[src/rtl/mmio_console_if.sv]
// CPU data-port bus and console byte-sink handshake
// for the memory-mapped console responder.
interface mmio_console_if;
  logic [31:0] addr;
  logic [31:0] wdata;
  logic        we;
  logic        re;
  logic        hit;
  logic [31:0] rdata;
  logic        stall;
  logic [7:0]  tx_data;
  logic        tx_valid;
  logic        tx_ready;
  logic        halted;
  logic [7:0]  exit_code;

  modport master (
    output addr, wdata, we, re, tx_ready,
    input  hit, rdata, stall, tx_data,
    input  tx_valid, halted, exit_code
  );

  modport slave (
    input  addr, wdata, we, re, tx_ready,
    output hit, rdata, stall, tx_data,
    output tx_valid, halted, exit_code
  );
endinterface

[src/rtl/mmio_console.sv]
// Memory-stage console: byte FIFO to a valid/ready
// sink, status loads, sticky exit-code latch.
module mmio_console #(
  parameter int unsigned DEPTH     = 8,
  parameter logic [31:0] BASE_ADDR = 32'hFFFF_0000
) (
  input logic           clk,
  input logic           rst_n,
  mmio_console_if.slave bus
);

  localparam int unsigned AW = $clog2(DEPTH);
  localparam int unsigned CW = AW + 1;
  localparam logic [CW-1:0] FULL_CNT = CW'(DEPTH);

  logic [7:0]    mem_q [DEPTH];
  logic [AW-1:0] rd_ptr_q, rd_ptr_d;
  logic [AW-1:0] wr_ptr_q, wr_ptr_d;
  logic [CW-1:0] count_q, count_d;
  logic          halted_q, halted_d;
  logic [7:0]    exit_q, exit_d;

  logic       hit;
  logic [1:0] sel;
  logic       sel_data, sel_status, sel_exit;
  logic       empty, full;
  logic       push, pop;
  logic [31:0] rdata;
  logic [31:0] status;
  logic       unused_bits;

  assign unused_bits = ^{bus.addr[1:0], bus.wdata[31:8]};

  assign hit        = bus.addr[31:4] == BASE_ADDR[31:4];
  assign sel        = bus.addr[3:2];
  assign sel_data   = hit && sel == 2'd0;
  assign sel_status = hit && sel == 2'd1;
  assign sel_exit   = hit && sel == 2'd2;

  assign empty = count_q == '0;
  assign full  = count_q == FULL_CNT;

  // Stall depends only on registered state, never on tx_ready.
  assign push = bus.we && sel_data && !full && !halted_q;
  assign pop  = !empty && bus.tx_ready;

  assign status = {15'b0, halted_q, 8'(count_q),
                   6'b0, full, empty};

  assign bus.hit       = hit;
  assign bus.rdata     = rdata;
  assign bus.stall     = bus.we && sel_data && full && !halted_q;
  assign bus.tx_valid  = !empty;
  assign bus.tx_data   = empty ? 8'h00 : mem_q[rd_ptr_q];
  assign bus.halted    = halted_q;
  assign bus.exit_code = exit_q;

  // Load data decode; reserved and DATA read as zero.
  always_comb begin
    rdata = '0;
    if (bus.re) begin
      unique case (1'b1)
        sel_status: rdata = status;
        sel_exit:   rdata = {24'b0, exit_q};
        default:    rdata = '0;
      endcase
    end
  end

  // Next-state for pointers, occupancy and exit latch.
  always_comb begin
    rd_ptr_d = rd_ptr_q;
    wr_ptr_d = wr_ptr_q;
    count_d  = count_q;
    halted_d = halted_q;
    exit_d   = exit_q;
    if (push) wr_ptr_d = wr_ptr_q + AW'(1);
    if (pop)  rd_ptr_d = rd_ptr_q + AW'(1);
    unique case ({push, pop})
      2'b10:   count_d = count_q + CW'(1);
      2'b01:   count_d = count_q - CW'(1);
      default: count_d = count_q;
    endcase
    if (bus.we && sel_exit) begin
      halted_d = 1'b1;
      exit_d   = bus.wdata[7:0];
    end
  end

  // Control state; reset drops queued bytes at once.
  always_ff @(posedge clk or negedge rst_n) begin
    if (!rst_n) begin
      rd_ptr_q <= '0;
      wr_ptr_q <= '0;
      count_q  <= '0;
      halted_q <= 1'b0;
      exit_q   <= 8'h00;
    end else begin
      rd_ptr_q <= rd_ptr_d;
      wr_ptr_q <= wr_ptr_d;
      count_q  <= count_d;
      halted_q <= halted_d;
      exit_q   <= exit_d;
    end
  end

  // Byte storage; contents need no reset.
  always_ff @(posedge clk) begin
    if (push) mem_q[wr_ptr_q] <= bus.wdata[7:0];
  end

endmodule

[src/flat_wrapper.sv]
// flat-port wrapper written by rule: the top's interface ports become plain ports
module mmio_console_flat 
#(
  parameter int unsigned DEPTH     = 8,
  parameter logic [31:0] BASE_ADDR = 32'hFFFF_0000
)
  (clk, rst_n, bus_addr, bus_wdata, bus_we, bus_re, bus_tx_ready, bus_hit, bus_rdata, bus_stall, bus_tx_data, bus_tx_valid, bus_halted, bus_exit_code);
  mmio_console_if bus_i ();
  input logic clk;
  input logic rst_n;
  input wire logic [$bits(bus_i.addr)-1:0] bus_addr;
  input wire logic [$bits(bus_i.wdata)-1:0] bus_wdata;
  input wire logic [$bits(bus_i.we)-1:0] bus_we;
  input wire logic [$bits(bus_i.re)-1:0] bus_re;
  input wire logic [$bits(bus_i.tx_ready)-1:0] bus_tx_ready;
  output wire logic [$bits(bus_i.hit)-1:0] bus_hit;
  output wire logic [$bits(bus_i.rdata)-1:0] bus_rdata;
  output wire logic [$bits(bus_i.stall)-1:0] bus_stall;
  output wire logic [$bits(bus_i.tx_data)-1:0] bus_tx_data;
  output wire logic [$bits(bus_i.tx_valid)-1:0] bus_tx_valid;
  output wire logic [$bits(bus_i.halted)-1:0] bus_halted;
  output wire logic [$bits(bus_i.exit_code)-1:0] bus_exit_code;
  assign bus_i.addr = bus_addr;
  assign bus_i.wdata = bus_wdata;
  assign bus_i.we = bus_we;
  assign bus_i.re = bus_re;
  assign bus_i.tx_ready = bus_tx_ready;
  assign bus_hit = bus_i.hit;
  assign bus_rdata = bus_i.rdata;
  assign bus_stall = bus_i.stall;
  assign bus_tx_data = bus_i.tx_data;
  assign bus_tx_valid = bus_i.tx_valid;
  assign bus_halted = bus_i.halted;
  assign bus_exit_code = bus_i.exit_code;
  mmio_console #(.DEPTH(DEPTH), .BASE_ADDR(BASE_ADDR)) u_core (.clk(clk), .rst_n(rst_n), .bus(bus_i));
endmodule
[config.mk]
export PLATFORM = sky130hd
export DESIGN_NAME = mmio_console_flat
export DESIGN_NICKNAME = d
export VERILOG_FILES = /design/src/rtl/mmio_console_if.sv /design/src/rtl/mmio_console.sv /design/src/flat_wrapper.sv
export SDC_FILE = /design/constraint.sdc
export NUM_CORES = 1
export LEC_CHECK = 0
export BUFFER_PORTS_ARGS = -buffer_cell sky130_fd_sc_hd__clkbuf_2
export CAP_MARGIN = 20
export CELL_PAD_IN_SITES_DETAIL_PLACEMENT = 0
export CELL_PAD_IN_SITES_GLOBAL_PLACEMENT = 1
export CORE_MARGIN = 5
export CORE_UTILIZATION = 44
export CTS_BUF_LIST = sky130_fd_sc_hd__clkbuf_16
export CTS_CLUSTER_DIAMETER = 120
export DETAILED_ROUTE_END_ITERATION = 10
export HOLD_SLACK_MARGIN = 0.06
export PLACE_DENSITY_LB_ADDON = 0.1
export SLEW_MARGIN = 10
export SYNTH_ARGS = -nofsm -noshare
export SYNTH_HDL_FRONTEND = slang
export SYNTH_SLANG_ARGS = --single-unit
[constraint.sdc]
create_clock -name clk -period 4.9 [get_ports clk]
set_input_delay 0.735 -clock clk [delete_from_list [all_inputs] [get_ports clk]]
set_output_delay 0.735 -clock clk [all_outputs]
set_load 0.01 [all_outputs]
### Word level (Yosys, flattened, before mapping)

Memories as Yosys holds them, arrays and structs flattened.
Cells that the tools add are included.
Widths: inputs -> output; s select.

* add/sub/neg operators: 4
* multiply operators: 0
* div/mod/pow operators: 0
* magnitude comparators: 0
* equality and inequality tests: 6
* shifts and indexed selects: 0
* multiplexer cells: 6
* bitwise gates (word level): 0
* reduce and logical (&&, ||, !) cells: 16

Operators with widths (count)
* $pmux 17 s2: 1
* $eq 28x28->1 const B: 1
* $mux 17: 1
* $logic_and 1x1->1: 10
* $mux 8: 1
* $pmux 4 s2: 1
* $add 3x1->3 const B: 2
* $add 4x1->4 const B: 1
* $eq 2x1->1 const B: 2
* $eq 2x2->1 const B: 2
* $eq 4x4->1 const B: 1
* $logic_not 4->1: 1
* $sub 4x1->4 const B: 1
* $logic_not 1->1: 3
* $logic_not 2->1: 1
* $mux 1: 2
* $reduce_bool 2->1: 1

* flip-flop bits (word level): 19
* bits in latches: 0
* bits in writable memories: 64
* bits in read-only memories: 0
* input bits: 69
* output and inout port bits: 52
* logic and storage cells: 38
* memories: 1

Memory list
* u_core.mem_q: depth 8, bits a word 8, rd ports 1, clocked after memory_dff 0, wr ports 1, RTL line mmio_console.sv:16 `logic [7:0] mem_q [DEPTH];`

### Depth between registers and ports, before layout

Gate-level depths: netlist (run 1).

* word-level depth: 7
* mapped depth: 12
* depth with buffers taken out: 10

### Worst setup path after synthesis (run 1)

No wires, ideal clock.

* kind: input port to flip-flop
* start point: input port bus_addr[13]
* end point: register u_core.count_q[2]
* setup time: 126 ps
* data arrival time: 3046 ps
* required time: 4774 ps
* slack: 1728 ps
* stages on the path: 10
* path buffers: 0
* cell sequence: or4b_4 nor4_4 nand3_2 ha_1 xor2_1 ha_1 a21oi_1 xor2_1 nor2_1 xor2_1

* longest elaborated chain between the ends: 7
* elaborated cells between the ends (all ways): 9
* those cells by class: 3 x eq/ne; 1 x mux; 5 x reduce/logical

Ends and longest elaborated chain
* start, declared: RTL line flat_wrapper.sv:11 `input wire logic [$bits(bus_i.addr)-1:0] bus_addr;`
* $eq 28x28->1 (*): RTL line mmio_console.sv:34 `assign hit = bus.addr[31:4] == BASE_ADDR[31:4];`
* $logic_and 1x1->1 (*): RTL line mmio_console.sv:36 `assign sel_data = hit && sel == 2'd0;`
* $logic_and 1x1->1 (*) (3 in series): RTL line mmio_console.sv:44 `assign push = bus.we && sel_data && !full && !halted_q;`
* $eq 2x1->1 / $eq 2x2->1 (equally long branches): RTL line mmio_console.sv:79 `unique case ({push, pop})`
* $pmux 4 s2 / $reduce_bool 2->1 (equally long branches)
* end signal, assigned: RTL line mmio_console.sv:101 `count_q <= count_d;`
* end, declared: RTL line mmio_console.sv:19 `logic [CW-1:0] count_q, count_d;`

Mark *: on every way between the ends. The rest lies on a longest branch, timed or not.
A chain may end at the register's enable or synchronous reset.

### Worst setup path in the final report (run 1)

* start point: input port bus_addr[13]
* end point: output port bus_rdata[0]

* longest elaborated chain between the ends: 4
* elaborated cells between the ends (all ways): 5
* those cells by class: 1 x eq/ne; 2 x mux; 2 x reduce/logical

Ends and longest elaborated chain
* $eq 28x28->1 (*): RTL line mmio_console.sv:34
* $logic_and 1x1->1 (on tied branches): RTL line mmio_console.sv:38, mmio_console.sv:37
* $pmux 17 s2 (*): RTL line mmio_console.sv:62 `unique case (1'b1)`
* $mux 17 (*): RTL line mmio_console.sv:61 `if (bus.re) begin`
* end, declared: RTL line flat_wrapper.sv:17 `output wire logic [$bits(bus_i.rdata)-1:0] bus_rdata;`

Marked as above.

==> results of run 1 <==
[layout by cell type (no fill, tap or decap), drive strengths merged, types with 6 or more instances in the layout]
| cell type | count |
|---|---|
| and2 | 13 |
| nand4 | 6 |
| conb | 19 |
| nor2 | 16 |
| dfrtp | 19 |
| edfxtp | 64 |
| clkbuf | 84 |
| mux2 | 11 |
| mux2i | 8 |
| mux4 | 16 |
[power by group through the flow]
stage / Combinational [mW] / Sequential [mW] / Clock (mW)
after global placement: 0.0367 / 0.773 / 0
after detailed placement: 0.0379 / 0.773 / 0
after floorplan: 0.0214 / 0.774 / 0
after global routing: 0.0427 / 0.758 / 0.756
after CTS: 0.0380 / 0.759 / 0.722
final: 0.0374 / 0.759 / 0.711
[metrics by stage]
step | hold WS (ns) | setup slack, ns | instance area [sq um] | power (mW) | cells
floorplan | 0.4394 | 1.729 | 3805 | 0.7951 | 250
global placement | 0.5066 | 1.347 | 4169 | 0.8100 | 406
detailed placement | 0.5147 | 1.355 | 4169 | 0.8112 | 406
CTS | 0.4074 | 1.348 | 4487 | 1.518 | 422
global route | 0.4338 | 1.266 | 4487 | 1.556 | 422
finish | 0.3934 | 1.384 | 4487 | 1.507 | 422
[worst paths after layout]
kind                                                start                              to  slack, ns  cells after the start
max in group asynchronous                           rst_n  u_core.rd_ptr_q[2]$_DFFE_PN0P_       4.13                      1
setup / recovery                             bus_addr[13]                    bus_rdata[0]       1.38                      6
hold / removal                                      rst_n   u_core.bus.halted$_DFFE_PN0P_       0.39                      1
setup reg to reg            u_core.bus.halted$_DFFE_PN0P_   u_core.count_q[2]$_DFFE_PN0P_       2.20                     10
min in group clk           u_core.wr_ptr_q[0]$_DFFE_PN0P_  u_core.wr_ptr_q[0]$_DFFE_PN0P_       0.52                      1
hold reg to reg            u_core.wr_ptr_q[0]$_DFFE_PN0P_  u_core.wr_ptr_q[0]$_DFFE_PN0P_       0.52                      1
[kinds of logic after synthesis]
kind of cell               Yosys count  synth area share
DFF                                 83            0.6414
buffers and inverters               29           0.04888
xor gates and xnor gates             9           0.02109
muxes                               35            0.1510
and+or+nand+nor                     63            0.1071
adders and majority gates            5           0.01674
other                                1          0.001003
AOI/OAI and AO/OA                    7           0.01272
[area by class of cell]
| class | count | area (sq um) | share of cell area |
|---|---|---|---|
| flip-flops and latches | 83 | 2397 | 0.5343 |
| multi-input cells | 138 | 1235 | 0.2752 |
| repair buffers | 78 | 397.9 | 0.08868 |
| clock buffers | 9 | 225.2 | 0.05020 |
| well taps | 105 | 131.4 | 0.02928 |
| clock inverters | 7 | 92.59 | 0.02064 |
| inverters | 2 | 7.507 | 0.001673 |
[routing by layer]
metal / vias to the layer above / routed length, um / track usage / share of wire
met2: 58 / 3997 / 0.2719 / 0.52
met5: - / 0 / 0 / 0
met4: 0 / 114 / 0.05752 / 0.015
met3: 12 / 322 / 0.02799 / 0.042
li1: 1008 / - / - / -
met1: 1056 / 3207 / 0.2053 / 0.42
[flip-flops by register name, summed over array words and instances, names as in the netlist]
| signal | flops |
|---|---|
| u_core.count_q | 4 |
| u_core.bus.exit_code | 8 |
| u_core.bus.halted | 1 |
| u_core.wr_ptr_q | 3 |
| u_core.mem_q | 64 |
| u_core.rd_ptr_q | 3 |
==> metrics.yaml, run 1 <==
sta:
  max_clock_freq_mhz: 284.4
  setup_total_negative_slack_ns: 0
  relSlewSlack: 0.3740
  timing.final.crit_share: 0.7175
  final_count_of_pins_violating_max_slew: 0
  report.final.setup_viol: 0
  final.min_clock_period_ns: 3.516
  final-hold-violation-count: 0
  final.setup_skew_ns: 0.005302
  max_slew.worst_pin.slew_ns: 0.9355
  rsz_0062_raised_after_global_routing: "no"
job:
  maxCapViolCount: 0
min_path:
  worstHoldPathType: "in -> async"
setup_path:
  crit_path_start_kind: "primary input"
  cpMaxStageDelayCell: "sky130_fd_sc_hd__and4_1"
  path_buf_inv: 2
  setup.worst_path.end_class: "output pin"
  worst_ep_required_time_ns: 4.16
  crit_top_cell: "sky130_fd_sc_hd__clkbuf_2"
  cpLargestDelayFamily: "simple AND/OR/NAND/NOR gates"
  cell_by_cell_listing_of_the_critical_path: "clkbuf_2 -> or4b_4 -> nor4_4 -> and4_1 -> a22o_1 -> clkbuf_2"
  timing.setup.critical_path_class: "in -> out"
  crit_path_max_fanout: 9
  critical-path-max-stage-delay_ns: 0.56
  crit_path_arrival_time_ns: 2.78
clocking:
  postCtsSetupRepairBufs: 0
  cts.sinks: 83
  cts_tree: "done"
  clkLatencyLatePin_ns: 0.33
  master_cell_of_the_clock_root_buffer: "sky130_fd_sc_hd__clkbuf_16"
  path_clk_slew_ns: 0.06
  htree_num_levels: 3
  clock_tree.buffer_depth: 2
  cts.hold.buffers_added: 0
  cts_inserted_buffers: 9
  cts.repair.resized: 0
routing:
  vias: 2134
  drt-pass1-iter-count: 4
  drt_iter0_drc: 76
  drtAntennaViolNets: 0
  totalWireLength_um: 7642
  routedWlPerCell_um: 18.11
  drt-vias-per-instance: 5.057
  drc: 0
synthesis:
  post-synth-top-area-cell: "sky130_fd_sc_hd__edfxtp_1"
  synth_sequential_area_ratio: 0.6414
  synthesis.instances: 232
  synth_enable_flop_cells: 64
  post_synth_main_area_contributors: "sky130_fd_sc_hd__edfxtp_1, sky130_fd_sc_hd__dfrtp_1, sky130_fd_sc_hd__mux4_2"
  post-synth-top-area-fraction: 0.5142
  synth-warning-count: 0
  synth_cell_type_count: 40
  synthesis.area_sq_mm: 0.003737
  synth_area_per_cell_sq_um: 16.11
  async_reset_ff_frac: 0.2289
  yosys_register_bits: 83
  synth_commonest_cells: "sky130_fd_sc_hd__edfxtp_1, sky130_fd_sc_hd__buf_4, sky130_fd_sc_hd__dfrtp_1, sky130_fd_sc_hd__mux4_2, sky130_fd_sc_hd__nor2_1"
  ys.flop_type: "sky130_fd_sc_hd__edfxtp_1"
  most_instantiated_library_cell_after_synthesis: "sky130_fd_sc_hd__edfxtp_1"
cells_and_area:
  num_antenna_cells: 0
  layout.nets: 386
  fillerInstances: 714
  syn2layout_area_growth_pct: 20.05
  final_core_util: 0.5433
  final_layout_size_suffix_gt1_frac: 0.4069
power:
  pwr_cell_area_mw_per_mm2: 336.0
  switching_power_mw: 0.2898
  power.leakage_nw: 1.818
  power.combinational.fraction: 0.025
  intPower_mw: 1.218
  pwr-share-clk: 0.472
  fraction_of_power_consumed_by_sequential_logic: 0.503
  netSwitchingFraction: 0.1923
  irDropWorstVdd_v: 0.0001701
die:
  die_h_um: 102.2
  core_area_sq_mm: 0.008258
  design.portCount: 121
  fp-row-count: 33
  initial_core_util: 0.4526
  die_area_sq_mm: 0.01044
  die_outline_width_um: 102.2
status:
  run_status: "finished, final reports clean"
global_routing:
  grt_start_max_net_pins: 20
  grt_util_all_layers: 0.1595
  global_route.overflow_total: 0
  antenna_found_initial: 0
  grt_pass1_wl_um: 12030
  vias_in_the_first_global_route: 2172
placement:
  post_dp_hpwl_um: 5229
  port_buffers: 75
  place.gp.congestion: 0.7277
(Power assumes the default switching activity.)
==> run 2, diff against run 1 <==
--- a/config.mk
+++ b/config.mk
@@ -5,12 +5,13 @@
 export SDC_FILE = /design/constraint.sdc
 export NUM_CORES = 1
 export LEC_CHECK = 0
+export ABC_AREA = 1
 export BUFFER_PORTS_ARGS = -buffer_cell sky130_fd_sc_hd__clkbuf_2
 export CAP_MARGIN = 20
 export CELL_PAD_IN_SITES_DETAIL_PLACEMENT = 0
 export CELL_PAD_IN_SITES_GLOBAL_PLACEMENT = 1
 export CORE_MARGIN = 5
-export CORE_UTILIZATION = 44
+export CORE_UTILIZATION = 39
 export CTS_BUF_LIST = sky130_fd_sc_hd__clkbuf_16
 export CTS_CLUSTER_DIAMETER = 120
 export DETAILED_ROUTE_END_ITERATION = 10
==> constraint.sdc (replaced) <==
create_clock -name clk -period 3.6 [get_ports clk]
set_input_delay 0.54 -clock clk [delete_from_list [all_inputs] [get_ports clk]]
set_output_delay 0.54 -clock clk [all_outputs]
set_load 0.01 [all_outputs]
==> run 2 against run 1 <==
  * Cell count rose by 44%
  * Worst hold slack got worse by 0.22 ns
  * Synthesized area rose by 4.8%
  * Non-clock buffer count rose by 7
  * First-iteration DRC count rose by 71%
  * Utilization fell by 6.1 points
  * Sequential power rose by 52%
  * Die area rose by 16%
  * Global-route usage fell by 1.3 points
  * Sequential cell count did not move
  * Via count rose by 30%
==> metrics.yaml, run 2 <==
synthesis:
  synthesis.instances: 387  # +67%
  yosys_register_bits: 83  # unchanged
  post-synth-top-area-fraction: 0.4906  # -0.02365
  synthesis.area_sq_mm: 0.003918  # +4.8%
  synth_enable_flop_cells: 64  # unchanged
  post-synth-top-area-cell: "sky130_fd_sc_hd__edfxtp_1"
  synth-warning-count: 0  # unchanged
  synth_sequential_area_ratio: 0.6119  # -0.02950
  synth_area_per_cell_sq_um: 10.12  # -37%
  synth_cell_type_count: 26  # -35%
  synth_commonest_cells: "sky130_fd_sc_hd__nor2_1, sky130_fd_sc_hd__edfxtp_1, sky130_fd_sc_hd__nand2_1, sky130_fd_sc_hd__o21ai_0, sky130_fd_sc_hd__inv_1"
  most_instantiated_library_cell_after_synthesis: "sky130_fd_sc_hd__nor2_1"
  post_synth_main_area_contributors: "sky130_fd_sc_hd__edfxtp_1, sky130_fd_sc_hd__dfrtp_1, sky130_fd_sc_hd__nor2_1"
  ys.flop_type: "sky130_fd_sc_hd__edfxtp_1"
  async_reset_ff_frac: 0.2289  # unchanged
clocking:
  cts.sinks: 83  # unchanged
  cts_tree: "done"
  clock_tree.buffer_depth: 2  # unchanged
  clkLatencyLatePin_ns: 0.33  # about the same
  cts.repair.resized: 0  # unchanged
  path_clk_slew_ns: 0.06  # about the same
  cts_inserted_buffers: 9  # unchanged
  master_cell_of_the_clock_root_buffer: "sky130_fd_sc_hd__clkbuf_16"
  cts.hold.buffers_added: 0  # unchanged
  htree_num_levels: 3  # unchanged
  postCtsSetupRepairBufs: 0  # unchanged
power:
  fraction_of_power_consumed_by_sequential_logic: 0.387  # -0.116
  switching_power_mw: 0.9728  # +240%
  pwr-share-clk: 0.315  # -0.157
  pwr_cell_area_mw_per_mm2: 630.9  # +88%
  intPower_mw: 2.001  # +64%
  power.leakage_nw: 2.041  # +12%
  irDropWorstVdd_v: 0.0003171  # +86%
  power.combinational.fraction: 0.299  # +0.274
  netSwitchingFraction: 0.3271  # +0.1348
cells_and_area:
  final_core_util: 0.4823  # -0.06100
  number_of_standard_cells_in_the_final_layout_excluding_fillers: 609  # +44%
  leading_cell_type_in_the_layout_fill_and_taps_excluded: "sky130_fd_sc_hd__nor2_1"
  layout.nets: 545  # +41%
  largest_register_ff_count: 64  # unchanged
  syn2layout_area_growth_pct: 20.34
  commonest_non_fill_non_tap_cells_in_the_layout: "sky130_fd_sc_hd__nor2_1, sky130_fd_sc_hd__clkbuf_2, sky130_fd_sc_hd__edfxtp_1, sky130_fd_sc_hd__nand2_1, sky130_fd_sc_hd__o21ai_0"
  regMostFlops: "u_core.mem_q"
  final_layout_size_suffix_gt1_frac: 0.2374  # -0.1695
  num_antenna_cells: 0  # unchanged
setup_path:
  crit_path_start_kind: "flip-flop"
  r2r_setup_slack_ns: 1.18  # -1.02 ns
  crit_path_max_fanout: 25  # +16
  timing.setup.critical_path_class: "reg -> out"
  crit_path_arrival_time_ns: 2.08  # -0.70 ns
  worst_ep_required_time_ns: 3.06  # -1.10 ns
  setup.worst_path.end_class: "output pin"
routing:
  drc: 0  # unchanged
  drt_iter0_drc: 130  # +71%
  drtAntennaViolNets: 0  # unchanged
  totalWireLength_um: 8386  # +9.7%
  vias: 2774  # +30%
  drt-pass1-iter-count: 4  # unchanged
  routedWlPerCell_um: 13.77  # -24%
  drt-vias-per-instance: 4.555  # -9.9%
global_routing:
  grtUsageMet2: 0.2470  # -0.02490
  most_crowded_layer_gr: "met2"
  grt_util_all_layers: 0.1467  # -0.01276
  global_route.overflow_total: 0  # unchanged
  antenna_found_initial: 0  # unchanged
  grt_start_max_net_pins: 34  # +70%
  gr-usage-met3: 0.03902  # +0.01104
  vias_in_the_first_global_route: 2597  # +20%
  grt.met1_usage: 0.1852  # -0.02010
  grt_pass1_wl_um: 13200  # +9.7%
min_path:
  worstHoldPathType: "in -> async"
sta:
  timing.final.crit_share: 0.7267
  relSlewSlack: 0.4078  # +0.03375
  max_clock_freq_mhz: 382.2
  report.final.setup_viol: 0  # unchanged
  max_slew.worst_pin.slew_ns: 0.8874  # -0.04814 ns
  final-hold-violation-count: 0  # unchanged
  rsz_0062_raised_after_global_routing: "no"
  setup_total_negative_slack_ns: 0  # unchanged
  final_count_of_pins_violating_max_slew: 0  # unchanged
  final.min_clock_period_ns: 2.616
  final.setup_skew_ns: 0.005078  # -0.0002242 ns
placement:
  port_buffers: 75  # unchanged
  place.detailed.instances: 593  # +46%
  post_dp_hpwl_um: 5932  # +13%
  place.gp.congestion: 0.6868  # -5.6%
die:
  die_area_sq_mm: 0.01215  # +16%
  fp-row-count: 36  # +9.1%
  initial_core_util: 0.4008  # -0.05178
  die_h_um: 110.2  # +7.9%
  core_area_sq_mm: 0.009774  # +18%
  design.portCount: 121  # unchanged
  die_outline_width_um: 110.2  # +7.9%
status:
  run_status: "finished, final reports clean"
job:
  maxCapViolCount: 0  # unchanged
==> run 2: cell count changes after synthesis, sizes merged, moves of 4 or more <==
cell,previous run,this run
and2,13,0
o22ai,0,8
inv,2,40
o21ai,1,53
nand2,5,54
nand3,2,6
nor2,16,85
mux4,16,0
mux2,11,0
==> run 2: path summary, 6_finish.rpt <==
path | startpoint | end | cells after the start
worst min-delay path | rst_n | u_core.bus.halted$_DFFE_PN0P_ | 1
worst max register to register | u_core.count_q[1]$_DFFE_PN0P_ | u_core.count_q[2]$_DFFE_PN0P_ | 13
worst min register to register | u_core.bus.exit_code[7]$_DFFE_PN0P_ | u_core.bus.exit_code[7]$_DFFE_PN0P_ | 2
max in group asynchronous | rst_n | u_core.bus.exit_code[7]$_DFFE_PN0P_ | 1
worst max-delay path | u_core.rd_ptr_q[0]$_DFFE_PN0P_ | bus_tx_data[7] | 6
min in group clk | u_core.bus.exit_code[7]$_DFFE_PN0P_ | u_core.bus.exit_code[7]$_DFFE_PN0P_ | 2
==> run 2: cells by family after synthesis <==
logic type | count (synthesis) | synth area share
fa+ha+maj | 5 | 0.01597
compound gates | 62 | 0.08943
buf+inv | 70 | 0.08879
other cells | 1 | 0.0009572
simple gates | 152 | 0.1591
mux | 8 | 0.02044
flops | 83 | 0.6119
xor+xnor | 6 | 0.01341
==> run 2: metrics by stage <==
step,total power [mW],area (sq um),worst slack (ns),hold slack [ns]
2_1_floorplan,1.787,3985,1.281,0.2444
3_3_place_gp,2.065,4404,0.9838,0.4920
3_5_place_dp,2.075,4404,0.9296,0.4956
4_1_cts,3.013,4715,0.9258,0.1909
5_1_grt,3.181,4715,0.7729,0.2181
6_report,2.974,4715,0.9839,0.1772
==> run 2: layer usage <==
metal	wire [um]	up-vias
met5	0	-
met4	103	0
met3	517	10
met2	4140	73
met1	3624	1277
li1	-	1414
==> run 2: critical path: stages, from the launching register on <==
cell and delay [ns]:
sky130_fd_sc_hd__dfrtp_1 0.37, sky130_fd_sc_hd__inv_1 0.65, sky130_fd_sc_hd__o21ai_0 0.23, sky130_fd_sc_hd__o21ai_0 0.12
sky130_fd_sc_hd__o21ai_0 0.10, sky130_fd_sc_hd__nor2_1 0.14, sky130_fd_sc_hd__clkbuf_2 0.14
==> run 2: final cells by class <==
type | instances | area (sq um)
clock buffers | 9 | 225.2
clock inverters | 7 | 85.08
fillers | 953 | 5060
inverters | 40 | 150.1
multi-input cells | 252 | 1240
flip-flops and latches | 83 | 2397
well taps | 133 | 166.4
repair buffers | 85 | 450.4
==> run 2: power by group through the flow <==
stage          sequential [mW]  combinational (mW)  clock (mW)
2_1_floorplan             1.13               0.660           0
3_3_place_gp              1.17               0.895           0
3_5_place_dp              1.17               0.905           0
4_1_cts                   1.15               0.908       0.955
5_1_grt                   1.16                1.02       0.998
6_report                  1.15               0.889       0.936
==> run 3, diff against run 2 <==
==> constraint.sdc (replaced) <==
create_clock -name clk -period 2.45 [get_ports clk]
set_input_delay 0.3675 -clock clk [delete_from_list [all_inputs] [get_ports clk]]
set_output_delay 0.3675 -clock clk [all_outputs]
set_load 0.01 [all_outputs]
==> run 3 against run 2 <==
  * Clock-buffer cell count did not move
  * Sequential cell count did not move
  * First-iteration DRC count fell by 16%
==> metrics.yaml, run 3 (synthesis results as in run 2) <==
global_routing:
  antenna_found_initial: 0  # unchanged
  grt_pass1_wl_um: 13180  # -0.15%
  grt_start_max_net_pins: 25  # -26%
  vias_in_the_first_global_route: 2626  # +1.1%
  grt_util_all_layers: 0.1473  # +0.0006366
  global_route.overflow_total: 0  # unchanged
clocking:
  cts_inserted_buffers: 9  # unchanged
  path_clk_slew_ns: 0.06  # about the same
  htree_num_levels: 3  # unchanged
  clock_tree.buffer_depth: 2  # unchanged
  master_cell_of_the_clock_root_buffer: "sky130_fd_sc_hd__clkbuf_16"
  cts.sinks: 83  # unchanged
  cts_tree: "done"
  clkLatencyLatePin_ns: 0.33  # about the same
sta:
  max_slew.worst_pin.slew_ns: 0.5417  # -0.3457 ns
  setup_total_negative_slack_ns: 0  # unchanged
  relSlewSlack: 0.6388  # +0.2311
  rsz_0062_raised_after_global_routing: "no"
  final_count_of_pins_violating_max_slew: 0  # unchanged
  final-hold-violation-count: 0  # unchanged
  final.setup_skew_ns: 0.003452  # -0.001625 ns
  timing.final.crit_share: 0.9022
  report.final.setup_viol: 0  # unchanged
  max_clock_freq_mhz: 452.4
  hold_slack_ns: 0.3312  # +0.1540 ns
  final.min_clock_period_ns: 2.210
  fin_ws_ns: 0.2397  # -0.7441 ns
status:
  run_status: "finished, final reports clean"
placement:
  post_dp_hpwl_um: 6030  # +1.7%
  post_place_instance_area_sq_mm: 0.004464  # +1.4%
  port_buffers: 75  # unchanged
  place.gp.congestion: 0.7373  # +7.4%
  pre_cts_slack_ns: 0.1431  # -0.7865 ns
  place.detailed.instances: 601  # +1.3%
cells_and_area:
  largest_register_ff_count: 64  # unchanged
  layout.nets: 555  # +1.8%
  final_core_util: 0.4900  # +0.007680
  number_of_standard_cells_in_the_final_layout_excluding_fillers: 619  # +1.6%
  num_antenna_cells: 0  # unchanged
  commonest_non_fill_non_tap_cells_in_the_layout: "sky130_fd_sc_hd__nor2_1, sky130_fd_sc_hd__clkbuf_2, sky130_fd_sc_hd__edfxtp_1, sky130_fd_sc_hd__nand2_1, sky130_fd_sc_hd__o21ai_0"
  regMostFlops: "u_core.mem_q"
  final_design_area_no_fill_sq_mm: 0.004790  # +1.6%
  leading_cell_type_in_the_layout_fill_and_taps_excluded: "sky130_fd_sc_hd__nor2_1"
  fillerInstances: 927  # -2.7%
  syn2layout_area_growth_pct: 22.26
  final_layout_size_suffix_gt1_frac: 0.2593  # +0.02186
die:
  die_outline_width_um: 110.2  # unchanged
  die_h_um: 110.2  # unchanged
  core_area_sq_mm: 0.009774  # unchanged
  die_area_sq_mm: 0.01215  # unchanged
  design.portCount: 121  # unchanged
  fp-row-count: 36  # unchanged
  initial_core_util: 0.4008  # unchanged
power:
  netSwitchingFraction: 0.3388  # +0.01175
  irDropWorstVdd_v: 0.0004580  # +44%
  switching_power_mw: 1.490  # +53%
  power.combinational.fraction: 0.321  # +0.022
  fraction_of_power_consumed_by_sequential_logic: 0.379  # -0.008
  fin_total_pwr_mw: 4.398  # +48%
  pwr-share-clk: 0.300  # -0.015
  power.leakage_nw: 2.078  # +1.8%
  intPower_mw: 2.908  # +45%
  pwr_cell_area_mw_per_mm2: 918.3  # +46%
setup_path:
  setup.worst_path.end_class: "output pin"
  crit_path_start_kind: "flip-flop"
  crit_path_arrival_time_ns: 1.84  # -0.24 ns
  crit_path_max_fanout: 9  # -64%
  timing.setup.critical_path_class: "reg -> out"
  worst_ep_required_time_ns: 2.08  # -0.98 ns
min_path:
  worstHoldPathType: "in -> reg"
routing:
  totalWireLength_um: 8529  # +1.7%
  drt-pass1-iter-count: 4  # unchanged
  vias: 2832  # +2.1%
  drc: 0  # unchanged
  drtAntennaViolNets: 0  # unchanged
  drt_iter0_drc: 109  # -16%
  drt-vias-per-instance: 4.575  # +0.44%
  routedWlPerCell_um: 13.78  # about the same
job:
  maxCapViolCount: 0  # unchanged
run 3: what timing repair did:
action,in CTS,in global routing
endpoints found under the hold margin,19,0
hold buffers,1,0
buffers inserted,0,1
gates resized for setup,0,3
setup endpoints to repair,0,3
run 3: layer usage:
layer,vias to the layer above,share of wire,track usage
met2,70,0.51,0.2504
met1,1319,0.43,0.1803
met3,10,0.049,0.04019
met4,0,0.013,0.05189
li1,1433,-,-
met5,-,0,0
run 3: path summary, 6_finish.rpt:
path / slack, ns / endpoint / depth (start not counted) / start
max in group asynchronous: 1.55 / u_core.rd_ptr_q[2]$_DFFE_PN0P_ / 2 / rst_n
worst max register to register: 0.26 / u_core.count_q[2]$_DFFE_PN0P_ / 13 / u_core.count_q[1]$_DFFE_PN0P_
worst min-delay path: 0.33 / u_core.mem_q[0][3]$_DFFE_PP_ / 1 / bus_wdata[3]
worst min register to register: 0.51 / u_core.bus.exit_code[1]$_DFFE_PN0P_ / 2 / u_core.bus.exit_code[1]$_DFFE_PN0P_
min in group asynchronous: 0.54 / u_core.bus.exit_code[5]$_DFFE_PN0P_ / 2 / rst_n
worst max-delay path: 0.24 / bus_tx_data[3] / 7 / u_core.rd_ptr_q[0]$_DFFE_PN0P_
run 3: cell type report:
class	count	area, sq um	area share
well taps	133	166.4	0.03474
clock buffers	9	225.2	0.04702
repair buffers	95	528.0	0.1102
multi-input cells	252	1254	0.2618
clock inverters	7	68.82	0.01437
flip-flops and latches	83	2397	0.5005
inverters	40	150.1	0.03135
run 3: power by group through the flow:
stage / clock (mW) / combinational [mW] / sequential, mW
after floorplan: 0 / 0.969 / 1.66
after global placement: 0 / 1.40 / 1.69
after detailed placement: 0 / 1.41 / 1.69
after CTS: 1.35 / 1.41 / 1.66
after global routing: 1.41 / 1.61 / 1.67
final: 1.32 / 1.41 / 1.67
run 3: critical path: stages, from the launching register on:
cell	delay [ns]
sky130_fd_sc_hd__dfrtp_1	0.39
sky130_fd_sc_hd__inv_1	0.27
sky130_fd_sc_hd__buf_4	0.23
sky130_fd_sc_hd__nor2_1	0.05
sky130_fd_sc_hd__o22ai_1	0.20
sky130_fd_sc_hd__nor2_1	0.06
sky130_fd_sc_hd__nor2_1	0.16
sky130_fd_sc_hd__clkbuf_2	0.17
